### src/rtl/imem_loader_pkg.sv
// Shared definitions for the boot-time instruction-memory loader: FSM states,
// frame header value and checksum helpers.
package imem_loader_pkg;

    typedef enum logic [2:0] {
        ST_IDLE,
        ST_CNT_HI,
        ST_CNT_LO,
        ST_DATA_HI,
        ST_DATA_LO,
        ST_WRITE,
        ST_CSUM
    } loader_state_t;

    localparam logic [7:0] HDR_BYTE = 8'hA5;
    localparam int         CSUM_W   = 8;
    localparam int         IDX_W    = 17;

    function automatic logic [CSUM_W-1:0] csumStep(
        input logic [CSUM_W-1:0] acc,
        input logic [7:0]        data
    );
        return acc ^ data;
    endfunction

endpackage

### src/rtl/imem_loader_timer.sv
// Inter-byte idle counter for the loader; saturates at TIMEOUT and flags expiry
// until it is cleared.
module loader_timer #(
    parameter int TIMEOUT = 65535
) (
    input  logic i_clk,
    input  logic i_rst,
    input  logic i_clear,
    input  logic i_enable,
    output logic o_expired
);

    localparam int               CNT_W = (TIMEOUT < 2) ? 1 : $clog2(TIMEOUT + 1);
    localparam logic [CNT_W-1:0] LIMIT = CNT_W'(TIMEOUT);

    logic [CNT_W-1:0] r_count;

    always_ff @(posedge i_clk or posedge i_rst) begin
        if (i_rst) begin
            r_count <= '0;
        end else if (i_clear) begin
            r_count <= '0;
        end else if (i_enable && (r_count != LIMIT)) begin
            r_count <= r_count + CNT_W'(1);
        end
    end

    assign o_expired = (r_count == LIMIT);

endmodule

### src/rtl/imem_loader.sv
// Frame parser that streams big-endian 16-bit words into instruction memory and
// holds the CPU in reset until a frame with a good checksum has been loaded.
module imem_loader
    import imem_loader_pkg::*;
#(
    parameter int                ADDR_W    = 16,
    parameter logic [ADDR_W-1:0] BASE_ADDR = '0,
    parameter int                TIMEOUT   = 65535
) (
    input  logic              clk,
    input  logic              reset_n,
    input  logic              rx_valid,
    input  logic [7:0]        rx_data,
    output logic              rx_ready,
    output logic              im_we,
    output logic [ADDR_W-1:0] im_addr,
    output logic [15:0]       im_wdata,
    output logic              cpu_hold,
    output logic              load_done,
    output logic              load_err
);

    localparam logic [32:0] DEPTH = 33'(1) << ADDR_W;

    loader_state_t     r_state;
    logic [IDX_W-1:0]  r_idx;
    logic [15:0]       r_count;
    logic [CSUM_W-1:0] r_csum;
    logic [7:0]        r_hi;
    logic              r_imWe;
    logic [ADDR_W-1:0] r_imAddr;
    logic [15:0]       r_imWdata;
    logic              r_cpuHold;
    logic              r_loadDone;
    logic              r_loadErr;

    logic              w_accept;
    logic              w_timerEn;
    logic              w_timerClr;
    logic              w_expired;
    logic [15:0]       w_nFull;
    logic              w_nBad;
    logic [IDX_W-1:0]  w_idxNext;

    assign rx_ready   = (r_state != ST_WRITE);
    assign w_accept   = rx_valid && rx_ready;
    assign w_timerEn  = (r_state != ST_IDLE) && (r_state != ST_WRITE);
    assign w_timerClr = w_accept || (r_state == ST_IDLE);

    // N is only meaningful while in CNT_LO, where rx_data carries the low count byte.
    assign w_nFull    = {r_count[15:8], rx_data};
    assign w_nBad     = (w_nFull == 16'd0) || ({17'd0, w_nFull} > DEPTH);
    assign w_idxNext  = r_idx + IDX_W'(1);

    loader_timer #(
        .TIMEOUT (TIMEOUT)
    ) u_timer (
        .i_clk     (clk),
        .i_rst     (reset_n),
        .i_clear   (w_timerClr),
        .i_enable  (w_timerEn),
        .o_expired (w_expired)
    );

    always_ff @(posedge clk or posedge reset_n) begin
        if (reset_n) begin
            r_state    <= ST_IDLE;
            r_idx      <= '0;
            r_count    <= '0;
            r_csum     <= '0;
            r_hi       <= '0;
            r_imWe     <= 1'b0;
            r_imAddr   <= BASE_ADDR;
            r_imWdata  <= '0;
            r_cpuHold  <= 1'b1;
            r_loadDone <= 1'b0;
            r_loadErr  <= 1'b0;
        end else begin
            r_loadDone <= 1'b0;
            // An expiry outranks any byte arriving in the same cycle, headers included.
            if (w_timerEn && w_expired) begin
                r_loadErr <= 1'b1;
                r_state   <= ST_IDLE;
            end else begin
                case (r_state)
                    ST_IDLE: begin
                        if (w_accept && (rx_data == HDR_BYTE)) begin
                            r_loadErr <= 1'b0;
                            r_idx     <= '0;
                            r_csum    <= '0;
                            r_cpuHold <= 1'b1;
                            r_state   <= ST_CNT_HI;
                        end
                    end
                    ST_CNT_HI: begin
                        if (w_accept) begin
                            r_count[15:8] <= rx_data;
                            r_csum        <= csumStep(r_csum, rx_data);
                            r_state       <= ST_CNT_LO;
                        end
                    end
                    ST_CNT_LO: begin
                        if (w_accept) begin
                            r_count <= w_nFull;
                            r_csum  <= csumStep(r_csum, rx_data);
                            if (w_nBad) begin
                                r_loadErr <= 1'b1;
                                r_state   <= ST_IDLE;
                            end else begin
                                r_state <= ST_DATA_HI;
                            end
                        end
                    end
                    ST_DATA_HI: begin
                        if (w_accept) begin
                            r_hi    <= rx_data;
                            r_csum  <= csumStep(r_csum, rx_data);
                            r_state <= ST_DATA_LO;
                        end
                    end
                    ST_DATA_LO: begin
                        if (w_accept) begin
                            r_csum    <= csumStep(r_csum, rx_data);
                            r_imWe    <= 1'b1;
                            r_imAddr  <= BASE_ADDR + ADDR_W'(r_idx);
                            r_imWdata <= {r_hi, rx_data};
                            r_state   <= ST_WRITE;
                        end
                    end
                    ST_WRITE: begin
                        r_imWe <= 1'b0;
                        r_idx  <= w_idxNext;
                        if (w_idxNext == {1'b0, r_count}) begin
                            r_state <= ST_CSUM;
                        end else begin
                            r_state <= ST_DATA_HI;
                        end
                    end
                    ST_CSUM: begin
                        if (w_accept) begin
                            if (rx_data == r_csum) begin
                                r_loadDone <= 1'b1;
                                r_cpuHold  <= 1'b0;
                            end else begin
                                r_loadErr <= 1'b1;
                            end
                            r_state <= ST_IDLE;
                        end
                    end
                    default: begin
                        r_state <= ST_IDLE;
                    end
                endcase
            end
        end
    end

    assign im_we     = r_imWe;
    assign im_addr   = r_imAddr;
    assign im_wdata  = r_imWdata;
    assign cpu_hold  = r_cpuHold;
    assign load_done = r_loadDone;
    assign load_err  = r_loadErr;

endmodule

### config.mk
export PLATFORM = sky130hd
export DESIGN_NAME = imem_loader
export DESIGN_NICKNAME = d
export VERILOG_FILES = /design/src/rtl/imem_loader_pkg.sv /design/src/rtl/imem_loader_timer.sv /design/src/rtl/imem_loader.sv
export SDC_FILE = /design/constraint.sdc
export NUM_CORES = 1
export LEC_CHECK = 0
export CAP_MARGIN = 0
export CORE_AREA = 3 3 96 98
export CTS_BUF_LIST = sky130_fd_sc_hd__clkbuf_8
export DETAILED_ROUTE_END_ITERATION = 8
export DIE_AREA = 0 0 99 101
export PLACE_DENSITY = 0.95
export SLEW_MARGIN = 40
export SYNTH_ARGS = -nofsm -noshare
export SYNTH_HDL_FRONTEND = slang
export SYNTH_HIERARCHICAL = 1
export SYNTH_SLANG_ARGS = --single-unit
### constraint.sdc
create_clock -name clk -period 5.46 [get_ports clk]
set_clock_uncertainty 0.2 [all_clocks]
set_input_delay 0.546 -clock clk [delete_from_list [all_inputs] [get_ports clk]]
set_output_delay 0.546 -clock clk [all_outputs]
set_load 0.02 [all_outputs]
* Word-level counts from Yosys, hierarchy flattened
Index checks and enable logic that the tools add are counted.
W data, S select, Z words.
** Storage, ports and cells
- Flip-flop bits (word level) :: 104
- Bits of input ports :: 11
- Output and inout port bits :: 37
** Operators by class
- Multiplexer cells :: 36
- Equal/unequal tests :: 25
- Add/sub/neg operators :: 2
- Bitwise gates (word level) :: 3
- Reductions and logical operators :: 26
** Operators with widths (number)
- $pmux W17 S2 :: 1
- $mux W16 :: 2
- $pmux W8 S2 :: 2
- $mux W3 :: 8
- $mux W8 :: 3
- $ne A3 B3 Y1 const B :: 8
- $pmux W3 S7 :: 1
- $add A17 B1 Y17 const B :: 1
- $eq A17 B16 Y1 :: 1
- $mux W17 :: 1
- $add A16 B1 Y16 const B :: 1
- $eq A16 B16 Y1 const B :: 1
- $logic_not A16 Y1 :: 1
- $ne A16 B16 Y1 const B :: 1
- $reduce_and A3 Y1 :: 5
- $mux W1 :: 14
- $reduce_and A6 Y1 :: 2
- $reduce_bool A2 Y1 :: 5
- $eq A3 B3 Y1 const B :: 3
- $eq A8 B8 Y1 :: 1
- $eq A8 B8 Y1 const B :: 1
- $reduce_and A4 Y1 :: 2
- $xor A8 B8 Y8 :: 1
- $eq A3 B2 Y1 const B :: 2
- other kinds (15) :: 24

* Longest topological paths before layout
- Depth in word-level cells :: 6
- Mapped depth :: 10

* Cells and area by module
Netlist, hierarchy kept.
** Modules (own cells, without submodules)
- imem_loader :: seq. area each 2203.4 um^2, instances 1, area an instance 4505.6 um^2, cells an instance 409
- loader_timer :: seq. area each 400.4 um^2, instances 1, area an instance 977.2 um^2, cells an instance 101

* Least setup slack after synthesis
Ideal clock, no wire load.
- Kind :: register to register
- From :: reg u_timer.r_count[0]
- To :: reg r_imAddr[11] (netlist: im_addr[11])
- Data required time :: 5.135 ns
- Slack :: 2.716 ns
- Stages on the path, launching flop included :: 10
- Library setup time :: 0.125 ns
- Clock period less this slack :: 2.744 ns
- Arrival :: 2.419 ns
- Cells stage by stage :: dfrtp_1 ha_1 nand4_1 nor4_4 buf_4 clkbuf_1 nor2_1 nand3_1 clkbuf_1 mux2_2
** Between the ends
- Longest elaborated chain between the ends :: 4
** Ends and longest elaborated chain
- from (decl) :: RTL line imem_loader_timer.sv:16 : logic [CNT_W-1:0] r_count;
- from (signal assigned) :: RTL line imem_loader_timer.sv:24 : r_count <= r_count + CNT_W'(1);
- $eq A16 B16 Y1 :: RTL line imem_loader_timer.sv:28 : assign o_expired = (r_count == LIMIT);
- named net w_expired :: RTL line imem_loader.sv:40 : logic w_expired;
- $logic_and A1 B1 Y1 :: RTL line imem_loader.sv:81 : if (w_timerEn && w_expired) begin
- $not A1 Y1 (no source line)
- $reduce_and A3 Y1 (no source line)
- to (signal assigned) :: RTL line imem_loader.sv:125 : r_imAddr <= BASE_ADDR + ADDR_W'(r_idx);
- to (decl) :: RTL line imem_loader.sv:31 : logic [ADDR_W-1:0] r_imAddr;
The timed path passes the listed nets, and every way through them passes these cells.
A chain may end at the register's enable or synchronous reset.

* Worst setup path in the final report
- From :: reg r_idx[0]
- To :: reg r_state[2]
** Between the ends
- Longest elaborated chain between the ends :: 5
** Ends and longest elaborated chain
- from (decl) :: RTL line imem_loader.sv:26 : logic [IDX_W-1:0] r_idx;
- from (signal assigned) :: RTL line imem_loader.sv:132 : r_idx <= w_idxNext;
- $add A17 B1 Y17 :: RTL line imem_loader.sv:53 : assign w_idxNext = r_idx + IDX_W'(1);
- $eq A17 B16 Y1 :: RTL line imem_loader.sv:133 : if (w_idxNext == {1'b0, r_count}) begin
- $mux W3 :: RTL line imem_loader.sv:133
- $pmux W3 S7 :: RTL line imem_loader.sv:85 : case (r_state)
- $mux W3 :: RTL line imem_loader.sv:81
- to (signal assigned) :: RTL line imem_loader.sv:83 : r_state <= ST_IDLE;
- to (signal assigned) :: RTL line imem_loader.sv:134 : r_state <= ST_CSUM;
- to (signal assigned) :: RTL line imem_loader.sv:136 : r_state <= ST_DATA_HI;
- to (decl) :: RTL line imem_loader.sv:25 : loader_state_t r_state;
Every way passes these cells.

==> out/qor.yml <==
placement:
  io_buffer_count: 47
  place.detailed.instances: 639
  routabilityCongestion: 0.894
  place_area_um2: 5980
  detailedPlacementHpwl_mm: 8.64
sta:
  setup_viol: 0
  finalCritPeriodShare: 0.575
  worst-slew-pin-transition_ns: 0.722
  finalHoldViolCount: 0
  max_freq_mhz: 319
  setup-tns-final_ns: 0
  final_period_minus_worst_setup_slack_ns: 3.14
  timing_max_transition_violations_final: 0
  grt_setup_unrepaired: "false"
  worst_slew_slack_as_a_fraction_of_its_limit: 0.515
power:
  vdd_ir_drop_max_mv: 0.424
  clockPowerShare: 0.160
  internal-power_w: 0.00206
  power_switching_w: 0.00133
  power.leakage_nw: 2.52
  power_frac_comb: 0.418
  pwr_density_cell_nw_per_um2: 546
  seq_power_share: 0.422
  p_sw_frac: 0.392
critical_path:
  worst-path-buf-inv: 0
  cpMaxStageDelayCell: "nor3_1"
  timing.rr.start: "r_idx[0]"
  worstPathCellList: "ha_1 > nand3_1 > nor3_1 > and4_1 > o211ai_1 > nor4_2 > a21o_1"
  r2r_cells: 7
  critPathTopFamily: "simple AND/OR/NAND/NOR gates"
  critical_path_source_type: "flip-flop"
  crit_path_start: "r_idx[0]"
  crit_cells: 7
  crit_path_max_fanout: 8
  r2r_end: "r_state[2]"
  worst-setup-path-type: "flip-flop to flip-flop"
  r2r_setup_slack_ns: 2.32
  worstPathArrival_ns: 3.25
  critPathCapture: "r_state[2]"
  worst-endpoint-required_ns: 5.57
  worst_setup_path_end_kind: "flip-flop"
  crit_path_max_incr_delay_ns: 0.68
layout:
  final_layout_size_suffix_gt1_frac: 0.179
  n_antenna_cell: 0
  fin_nets: 555
  final_cell_area_um2: 6210
  filler_cell_count: 591
  multi_input_comb_area_um2: 2680
  signed_area_change_from_the_synthesized_netlist_to_the_final_layout_pct: 13.3
  layout.cells.non_filler: 655
  layout.area.seq_um2: 2600
global_routing:
  via_count_of_the_first_global_routing_pass: 4174
  globalRouteTotalUtil: 0.254
  grt_first_pass_wirelength_mm: 20.3
  antenna_found_initial: 0
  grt-ovfl-total: 0
  grt_start_max_net_pins: 56
synth:
  seq_area_frac_synth: 0.475
  netlist.top_cell.by_area: "dfrtp_1"
  synthesis.area_um2: 5480
  postSynthCellCount: 510
  synth-edff-count: 0
  netlist.area_leader.share: 0.470
  synthesis.area_per_instance_um2: 10.8
  yosys.cell_types.count: 67
  synth_nets: 523
  synthTopCellsByArea: "dfrtp_1, mux2_2, xnor2_1"
  postSynth.asyncResetShare: 1.00
  yosysWarningCount: 6
  synth-seq-cells: 104
  synth_ff_type: "dfrtp_1"
clocking:
  postCtsSetupBuffers: 0
  cts.sink_count: 104
  root_buffer: "clkbuf_8"
  numCtsBuffers: 9
  cts_hold_repair.buffers: 0
  max_root_sink_buffers: 2
  tritoncts_clock_tree: "yes"
  post_cts_resized: 0
  clkLatencyLatePin_ns: 0.37
  cts.reportedPaths.clkPinSlew_ns: 0.10
  cts_max_level: 3
routing:
  detailroute.wirelength.met2_mm: 6.27
  first_pass_iters: 5
  route.detailed.wl_per_inst_um: 19.1
  drt_wl_total_mm: 12.5
  dr_total_vias: 4239
  ant_nets: 0
  routed_via_density: 6.47
  met3_wirelength_um: 741
  detail_route.iter0.violations: 341
  uppermost_layer_routed: "met4"
  route.layer.met1.wl_mm: 5.08
  post_route_drc: 0
min_path:
  holdCritPathClass: "flip-flop to flip-flop"
floorplanning:
  design.die.area_um2: 10000
  initial_utilization: 0.641
  floorplan.die.width_um: 99
  die_y_um: 101
  rows: 34
  num_io_pins: 48
  core_region_area_um2: 8550
status:
  run_status: "finished clean"
flow_run:
  maxCapViolations: 0
==> power groups by stage <==
stage	clock network [W]	registers (W)	logic, W
after floorplan	0	0.00140	0.000944
after global placement	0	0.00140	0.00133
after detailed placement	0	0.00143	0.00140
after CTS	0.000547	0.00142	0.00142
after global routing	0.000578	0.00147	0.00153
final	0.000542	0.00143	0.00142
==> through the flow <==
stage	total power, W	hold WS, ns	worst slack (ns)	util
finish	0.00339	0.281	2.32	0.726
global route	0.00358	0.309	2.11	0.726
CTS	0.00339	0.287	2.39	0.726
detailed placement	0.00283	0.264	2.20	0.699
global placement	0.00273	0.262	2.29	0.698
floorplan	0.00234	0.260	2.44	-
==> worst register-to-register path: cells and delay by family, from the launching register on <==
kind | cells | cell delay, ns
and+or+nand+nor | 4 | 1.69
DFF | 1 | 0.56
adders and majority gates | 1 | 0.36
AOI/OAI and AO/OA | 2 | 0.28
==> state kept, by name, indices dropped and copies added, names as in the netlist <==
signal and count:
cpu_hold 1, im_addr 16, im_wdata 16, im_we 1, load_done 1, load_err 1
r_count 16, r_csum 8, r_hi 8, r_idx 17, r_state 3, u_timer/r_count 16
==> layout make-up <==
class,instances,share of cell area
flip-flops and latches,104,0.419
multi-input cells,362,0.432
inverters,13,0.00806
clock inverters,5,0.0129
repair buffers,52,0.0818
well taps,108,0.0218
clock buffers,11,0.0244
==> cells by family after synthesis <==
family | Yosys count | synth area share
AO/OA/AOI/OAI | 110 | 0.131
adder cells (fa/ha/maj) | 2 | 0.00456
multiplexers | 61 | 0.125
AND/OR/NAND/NOR | 157 | 0.177
XOR/XNOR | 32 | 0.0511
buffers and inverters | 44 | 0.0361
flip-flops | 104 | 0.475
==> layout by cell type (no fill, tap or decap), types with 8 or more instances in the layout <==
cell type	n
a21oi_1	20
clkbuf_8	11
clkdlybuf4s50_1	47
dfrtp_1	103
inv_1	13
mux2_2	60
nand2_1	23
nand2b_1	11
nand3_1	15
nand4_1	10
nor2_1	28
nor2b_1	10
nor3_1	9
o21ai_0	31
o21ai_1	9
o2bb2ai_1	8
xnor2_1	24
xor2_1	8
==> Yosys cell counts, drive strengths merged, types with 10 or more instances <==
cell    instances
dfrtp         103
mux2           60
o21ai          40
nor2           28
nand2          24
xnor2          24
a21oi          20
clkbuf         17
nand3          17
buf            13
inv            13
nand4          13
nand2b         11
nor3           11
nor2b          10
nor4           10
==> worst min path at each step <==
stage               cells after the start    start                  to
floorplan                               1  reset_n  u_timer/r_count[0]
global placement                        2    im_we               im_we
detailed placement                      2    im_we               im_we
CTS                                     2    im_we               im_we
global route                            2    im_we               im_we
finish                                  2    im_we               im_we
==> layer usage <==
layer,GRT usage,vias up
met5,0,-
met4,0.132,0
li1,-,1930
met3,0.0567,37
met2,0.421,171
met1,0.313,2101
No activity file was read; power rests on OpenSTA's default activity.
